`src/rtl/mux_sched_pkg.sv`:
```
// Shared definitions for the mux select scheduler.
//   state_t        : scheduler FSM state (IDLE while no grant, HOLD while a channel owns the mux)
//   CH_A..CH_D     : 2-bit mux select codes of the four channels
//   DWELL_DEFAULT  : default number of cycles a granted channel holds the mux
package mux_sched_pkg;

  typedef enum logic {
    IDLE = 1'b0,
    HOLD = 1'b1
  } state_t;

  localparam logic [1:0] CH_A = 2'd0;
  localparam logic [1:0] CH_B = 2'd1;
  localparam logic [1:0] CH_C = 2'd2;
  localparam logic [1:0] CH_D = 2'd3;

  localparam int unsigned DWELL_DEFAULT = 4;

endpackage

```
`src/rtl/mux_sel_scheduler_rr_pick4.sv`:
```
// Combinational 4-way rotating priority picker.
//   req[3:0] : request per channel, bit index = channel code
//   ptr[1:0] : channel with highest priority; priority falls off as ptr, ptr+1, ptr+2, ptr+3 (mod 4)
//   any      : at least one request is high
//   sel[1:0] : first requesting channel in rotated order (equals ptr when any=0)
module rr_pick4
  import mux_sched_pkg::*;
(
  input  logic [3:0] req,
  input  logic [1:0] ptr,
  output logic       any,
  output logic [1:0] sel
);

  logic [1:0] idx;
  logic       found;

  always_comb begin
    any   = |req;
    sel   = ptr;
    idx   = ptr;
    found = 1'b0;
    for (int unsigned i = 0; i < 4; i++) begin
      // 2-bit addition wraps D+1 back to A
      idx = ptr + i[1:0];
      if (!found && req[idx]) begin
        sel   = idx;
        found = 1'b1;
      end
    end
  end

endmodule

```
`src/rtl/mux_sel_scheduler.sv`:
```
// Round-robin select generator driving the S1/S0 pair of a 2-bit 4:1 data mux.
//   clk, rst_n        : clock (rising edge) and synchronous active-low reset
//   ReqA..ReqD        : channel requests (mux codes 00, 01, 10, 11)
//   S1, S0            : registered mux select
//   Valid             : a grant is active, mux output carries granted data
//   AckA..AckD        : one-cycle pulse when the channel's dwell period completed
// A granted channel holds the mux for DWELL cycles while its request stays high.
// Dropping the request aborts the grant without an acknowledge.
module mux_sel_scheduler
  import mux_sched_pkg::*;
#(
  parameter int unsigned DWELL = DWELL_DEFAULT,
  parameter int unsigned CW    = 8
) (
  input  logic clk,
  input  logic rst_n,
  input  logic ReqA,
  input  logic ReqB,
  input  logic ReqC,
  input  logic ReqD,
  output logic S1,
  output logic S0,
  output logic Valid,
  output logic AckA,
  output logic AckB,
  output logic AckC,
  output logic AckD
);

  state_t          state_q, state_nxt;
  logic [1:0]      sel_q, sel_nxt;
  logic [1:0]      ptr_q, ptr_nxt;
  logic [3:0]      ack_q, ack_nxt;
  logic            valid_q, valid_nxt;
  logic [CW-1:0]   cnt_q, cnt_nxt;

  logic [3:0]      req;
  logic [1:0]      pick_ptr, pick_sel;
  logic            pick_any;
  logic            granted;
  logic            expire;

  assign req     = {ReqD, ReqC, ReqB, ReqA};
  assign granted = req[sel_q];
  assign expire  = (cnt_q == '0);

  // While holding, the only arbitration that matters is the back-to-back one
  // at expiry, which starts just after the channel being served.
  assign pick_ptr = (state_q == HOLD) ? sel_q + 2'd1 : ptr_q;

  rr_pick4 u_pick (
    .req (req),
    .ptr (pick_ptr),
    .any (pick_any),
    .sel (pick_sel)
  );

  // State and output registers
  always_ff @(posedge clk) begin
    if (!rst_n) begin
      state_q <= IDLE;
      sel_q   <= CH_A;
      ptr_q   <= CH_A;
      ack_q   <= '0;
      valid_q <= 1'b0;
      cnt_q   <= '0;
    end else begin
      state_q <= state_nxt;
      sel_q   <= sel_nxt;
      ptr_q   <= ptr_nxt;
      ack_q   <= ack_nxt;
      valid_q <= valid_nxt;
      cnt_q   <= cnt_nxt;
    end
  end

  // Next-state logic; abort (request dropped) outranks expiry
  always_comb begin
    state_nxt = state_q;
    unique case (state_q)
      IDLE: if (pick_any) state_nxt = HOLD;
      HOLD: begin
        if (!granted)               state_nxt = IDLE;
        else if (expire && !pick_any) state_nxt = IDLE;
      end
      default: state_nxt = IDLE;
    endcase
  end

  // Next values of the registered outputs, pointer and dwell counter
  always_comb begin
    sel_nxt   = sel_q;
    ptr_nxt   = ptr_q;
    ack_nxt   = '0;
    valid_nxt = 1'b0;
    cnt_nxt   = cnt_q;
    unique case (state_q)
      IDLE: begin
        if (pick_any) begin
          sel_nxt   = pick_sel;
          valid_nxt = 1'b1;
          cnt_nxt   = CW'(DWELL - 1);
        end
      end
      HOLD: begin
        if (!granted) begin
          ptr_nxt = sel_q + 2'd1;
        end else if (expire) begin
          ack_nxt[sel_q] = 1'b1;
          ptr_nxt        = sel_q + 2'd1;
          if (pick_any) begin
            sel_nxt   = pick_sel;
            valid_nxt = 1'b1;
            cnt_nxt   = CW'(DWELL - 1);
          end
        end else begin
          cnt_nxt   = cnt_q - CW'(1);
          valid_nxt = 1'b1;
        end
      end
      default: ;
    endcase
  end

  assign S1    = sel_q[1];
  assign S0    = sel_q[0];
  assign Valid = valid_q;
  assign AckA  = ack_q[0];
  assign AckB  = ack_q[1];
  assign AckC  = ack_q[2];
  assign AckD  = ack_q[3];

endmodule

```
`config.mk`:
```
export PLATFORM = sky130hd
export DESIGN_NAME = mux_sel_scheduler
export DESIGN_NICKNAME = d
export VERILOG_FILES = /design/src/rtl/mux_sched_pkg.sv /design/src/rtl/mux_sel_scheduler_rr_pick4.sv /design/src/rtl/mux_sel_scheduler.sv
export SDC_FILE = /design/constraint.sdc
export NUM_CORES = 1
export LEC_CHECK = 0
export CORE_MARGIN = 2
export CORE_UTILIZATION = 53
export CTS_CLUSTER_DIAMETER = 50
export DETAILED_ROUTE_END_ITERATION = 8
export GPL_ROUTABILITY_DRIVEN = 0
export HOLD_SLACK_MARGIN = 0.12
export PLACE_DENSITY = 0.74
export SETUP_SLACK_MARGIN = 0.1
export SKIP_CTS_REPAIR_TIMING = 1
export SLEW_MARGIN = 20
export SYNTH_ARGS = -nofsm -noshare
export SYNTH_HDL_FRONTEND = slang
export SYNTH_HIERARCHICAL = 1
export SYNTH_SLANG_ARGS = --single-unit
```
`constraint.sdc`:
```
create_clock -name clk -period 2.3 [get_ports clk]
set_clock_uncertainty 0.05 [all_clocks]
set_input_delay 0.46 -clock clk [delete_from_list [all_inputs] [get_ports clk]]
set_output_delay 0.46 -clock clk [all_outputs]
set_load 0.005 [all_outputs]
```
==> flow_summary.json <==
{
  "vias": 936,
  "synth_cell_types": 43,
  "dp_hpwl_um": 1764,
  "fp.dieW_um": 47.87,
  "clock-sinks": 17,
  "drtAntennaViolNets": 0,
  "min_path_type": "flip-flop to flip-flop",
  "drive_gt1_share_pct": 16.55,
  "min_period_ps": 2044,
  "worstPathMaxFanout": 6,
  "drv_slew": 0,
  "clockBufferDepth": 2,
  "viasPerCell": 5.707,
  "cts-htree-levels": 1,
  "ir_drop_uv": 348.6,
  "nFillCells": 159,
  "multi_input_area_sq_um": 641.9,
  "clk_latency_ps": 300,
  "grt_overflow": 0,
  "grt_pass1_wl_um": 3519,
  "r2r_slack_ps": 260,
  "initial_core_util_pct": 57.80,
  "cp.arrival_ps": 2190,
  "timing.final.hold_violations": 0,
  "startpoint_type": "flip-flop",
  "numCtsBuffers": 3,
  "syn-num-nets": 129,
  "clk_pin_slew_ps": 100,
  "p_leak_nw": 0.4919,
  "fin_ws_ps": 256.1,
  "placementRows": 15,
  "power_density_mw_per_mm2": 654.8,
  "totalWireLength_um": 2260,
  "post_drt_wl_per_cell_um": 13.78,
  "slew_headroom_pct": 77.29,
  "ff2ff_path_depth": 8,
  "first_global_vias": 774,
  "outcome": "completed",
  "firstDrtPassIters": 4,
  "synth_seq_cells": 17,
  "final_net_count": 152,
  "syn2layout_area_growth_pct": 22.94,
  "yosys_warnings": 6,
  "rsz0062_at_grt": "no",
  "yosysSeqAreaShare_pct": 33.37,
  "hold_depth": 2,
  "n_antenna_cell": 0,
  "reg2reg_to": "sel_q[1]",
  "async_reset_ff_share_pct": 0,
  "cts_tree": "done",
  "syn_inst": 117,
  "end_kind": "flip-flop",
  "antenna_found_initial": 0,
  "dp_worst_setup_slack_ps": 6.154,
  "grtUsageTotal_pct": 22.88,
  "setup_viol_count_final": 0,
  "worst_pin_slew_ps": 339.4,
  "dieArea_sq_mm": 0.002291,
  "max_freq_mhz": 489.3,
  "hold_end": "ptr_q[1]",
  "fin_crit_sh_pct": 88.86,
  "seqCellArea_sq_um": 340.3,
  "tns_ps": 0,
  "drv_cap": 0,
  "hp-start": "ptr_q[1]",
  "die_h_um": 47.87,
  "cp.required_ps": 2450,
  "critPathKind": "flip-flop to flip-flop",
  "drc_errors": 0,
  "rr_startpoint": "sel_q[1]",
  "io_pins": 13,
  "root_buffer": "clkbuf_4",
  "drtIter0Drc": 15,
  "portBuffers": 12,
  "syn-cell-area_sq_mm": 0.001020,
  "coreArea_sq_mm": 0.001764,
  "grt_max_degree": 13,
  "synth_edf_count": 0,
  "synth_flop_cell": "dfxtp_1",
  "avgSynthCellArea_sq_um": 8.716
}
==> cells by family (layout without fill, tap and decap cells) <==
| kind of cell | after synthesis | count (layout) | share of synthesized area (%) |
|---|---|---|---|
| adder cells (fa/ha/maj) | 6 | 6 | 7.362 |
| AO/OA/AOI/OAI | 27 | 27 | 21.11 |
| buffers and inverters | 10 | 32 | 3.680 |
| flip-flops | 17 | 17 | 33.37 |
| multiplexers | 4 | 4 | 5.276 |
| AND/OR/NAND/NOR | 53 | 53 | 29.20 |
==> through the flow <==
step / instance area [sq um] / hold slack, ps / cells / total power, W / utilization, %
2_1_floorplan: 1020 / 385.5 / 117 / 0.0005459 / -
6_report: 1254 / 424.4 / 164 / 0.0008209 / 71.06
4_1_cts: 1254 / 420.9 / 164 / 0.0008242 / 71.06
5_1_grt: 1254 / 439.4 / 164 / 0.0008746 / 71.06
3_5_place_dp: 1224 / 401.6 / 160 / 0.0006526 / 69.36
3_3_place_gp: 1224 / 394.1 / 160 / 0.0006448 / 69.36
==> layer usage <==
layer,GRT usage (%),vias to the layer above,routed length (um)
met3,4.906,4,118
met5,0,-,0
met4,11.89,0,42
li1,-,473,-
met1,31.00,427,1072
met2,33.87,32,1027
==> area by class of cell <==
class                      count  share of cell area (%)
timing repair buffer          20                   14.37
tap                           25                   2.495
clock buffer                   3                   1.796
sequential                    17                   27.15
clock inverter                 1                  0.5988
multi-input combinational     90                   51.20
inverter                       8                   2.395
==> worst max-delay path by stage <==
| stage | start | cells past startpoint | slack [ps] | to |
|---|---|---|---|---|
| final | sel_q[1] | 8 | 260 | sel_q[1] |
| after global routing | sel_q[1] | 8 | 120 | sel_q[1] |
| after CTS | sel_q[1] | 8 | 240 | sel_q[1] |
| after detailed placement | ReqA | 7 | 6 | cnt_q[0] |
| after global placement | ReqD | 7 | 50 | cnt_q[0] |
| after floorplan | state_q | 7 | 390 | sel_q[1] |
==> worst max-delay path, stage by stage (launching register included) <==
cell and delay (ps):
dfxtp_1 500, inv_1 110, ha_1 320, mux2_2 320, or3_1 370, nand4b_1 100
nand2_1 60, nand2_1 50, o21ai_0 60
==> state kept, by name, indices dropped and copies added, names as in the netlist <==
signal and count:
sel_q 2, cnt_q 8, state_q 1, ack_q 4, ptr_q 2
==> cell usage after synthesis (3+ instances only) <==
| cell type | n | area [sq um] |
|---|---|---|
| dfxtp_1 | 17 | 340.3 |
| nand2_1 | 12 | 45.04 |
| inv_1 | 8 | 30.03 |
| ha_1 | 6 | 75.07 |
| nor2_1 | 6 | 22.52 |
| o21ai_0 | 6 | 30.03 |
| a21oi_1 | 5 | 25.02 |
| and2_1 | 4 | 25.02 |
| nand3_1 | 4 | 20.02 |
| nor3_1 | 4 | 20.02 |
| a31oi_1 | 3 | 18.77 |
| nand2b_1 | 3 | 18.77 |
| nand3b_1 | 3 | 22.52 |
| nand4_1 | 3 | 18.77 |
| or3_1 | 3 | 18.77 |
==> report_power, final <==
group | switching [W] | total (W) | leakage (nW) | internal (W)
Clock | 0.000106 | 0.000172 | 0.0139 | 0.0000663
Combinational | 0.000155 | 0.000295 | 0.339 | 0.000140
Sequential | 0.0000318 | 0.000353 | 0.139 | 0.000321
==> placed cells by master (no fill, tap or decap), drive strengths merged, types with 2 or more instances in the layout <==
cell type and n:
nor2b 2, nand2b 3, nor3 5, nand3 4, nand4 3, a31oi 3, clkbuf 3, clkdlybuf4s50 12
or3 3, ha 6, dfxtp 17, nand3b 3, inv 8, and2 4, a21oi 6, o21ai 7
nor2 7, mux2i 2, buf 8, nand2 12
No activity file was read; power rests on OpenSTA's default activity.
==> RTL edit, RTL diff (same flow settings) <==
Change the parameter `CW` from 8 to 10.
--- a/src/rtl/mux_sel_scheduler.sv
+++ b/src/rtl/mux_sel_scheduler.sv
@@ -11,5 +11,5 @@
 #(
   parameter int unsigned DWELL = DWELL_DEFAULT,
-  parameter int unsigned CW    = 8
+  parameter int unsigned CW    = 10
 ) (
   input  logic clk,
Formal check against the unedited RTL: no difference found for any inputs over 10 cycles, from zero or initial values and one cycle with rst_n low; that may be too few to reach the edited logic, so the function may still have changed.
==> RTL edit against the unedited design <==
- hold slack better by 0.016 ns
- power up 14%
- design area rose by 9.8%
- sequential cell count up 2
- wire length grew 11%
- non-clock buffer count did not move
- via count is 14% higher
- setup slack worse by 0.042 ns
- synthesized area increased by 14%
==> RTL edit: results (changes against the unedited design) <==
Layout cells sized above 1: 14.00% (-2.5 points)
Via count: 1,063 (+14%)
Post-Synth XOR/XNOR Area: 0.7535% (+0.75 points)
Final period utilization: 90.70% (+1.8 points)
DP HPWL: 1965 µm (+11%)
Worst slew margin: 67.98% (-9.3 points)
LEAKAGE: 0.0005265 µW (+7.0%)
Tot GR Track Use: 22.65% (-0.23 points)
Drt wl/cell: 14.22 µm (+3.2%)
Worst Setup EP: sel_q[0]
Status: finished clean
Synth unique cells: 47 (+9.3%)
Dpl ws: 0.01811 ns (+0.01195 ns)
R2r setup slk: 0.21 ns (-0.04 ns)
Worst VDD drop: 0.4419 mV (+27%)
Switching power: 330.9 µW (+13%)
Post-Synth Adder-Cell Area: 5.382% (-2.0 points)
Top flop regs: cnt_q: 10 flops, ack_q: 4 flops
First-pass GRT wire length: 4388 µm (+25%)
Final #Nets: 162 (+6.6%)
Worst Min Path Start: cnt_q[6]
Mux contribution to synthesized area: 5.597% (+0.32 points)
Synth Area in Compound Gates: 22.82% (+1.7 points)
Path depth of the worst reg2reg path: 6 (-2)
Vias in the first global route: 963 (+24%)
Largest net degree at the start of global routing: 15 (+2)
Synth cell count leaders: dfxtp_1 (19), nand2_1 (12), inv_1 (8)
Crit Path Max Fanout: 7 (+1)
-- RTL edit: layout make-up --
| class | count | area, µm² |
|---|---|---|
| Inverter | 8 | 30.03 |
| Clock buffer | 4 | 26.28 |
| Tap cell | 27 | 33.78 |
| Sequential cell | 19 | 380.4 |
| Multi-Input combinational cell | 99 | 725.7 |
| Fill cell | 170 | 645.6 |
| Timing Repair Buffer | 20 | 180.2 |
-- RTL edit: routing by layer --
metal | routed length [µm] | global-route usage (%)
met5 | 0 | 0
met4 | 27 | 6.757
met3 | 87 | 3.509
met2 | 1206 | 37.72
met1 | 1195 | 30.31
-- RTL edit: power by group through the flow --
stage | Clock, µW | Combinational (µW) | Sequential (µW)
floorplan | 0 | 260 | 396
global placement | 0 | 364 | 399
detailed placement | 0 | 372 | 400
CTS | 177 | 374 | 393
global route | 190 | 419 | 399
finish | 169 | 376 | 393
-- RTL edit: kinds of logic (layout without fill, tap and decap cells) --
group	count (synthesis)	after routing
adder cells (fa/ha/maj)	5	5
AND/OR/NAND/NOR	52	52
AO/OA/AOI/OAI	36	36
multiplexers	5	5
flip-flops	19	19
buffers and inverters	12	32
XOR/XNOR	1	1
-- RTL edit: stage by stage --
| stage | hold slack (ns) | instance area, µm² | power (µW) | std cells |
|---|---|---|---|---|
| floorplan | 0.3956 | 1162 | 655.5 | 130 |
| global route | 0.4700 | 1376 | 1008 | 177 |
| global placement | 0.4200 | 1350 | 763.3 | 173 |
| detailed placement | 0.4206 | 1350 | 771.5 | 173 |
| finish | 0.4403 | 1376 | 937.8 | 177 |
| CTS | 0.4364 | 1376 | 942.8 | 177 |
-- RTL edit: critical path, stage by stage (launching register included) --
cell and delay [ns]:
dfxtp_1 0.34, inv_1 0.09, ha_1 0.21, or4b_4 0.52, o311a_4 0.43, nor2_4 0.20, mux2i_1 0.19
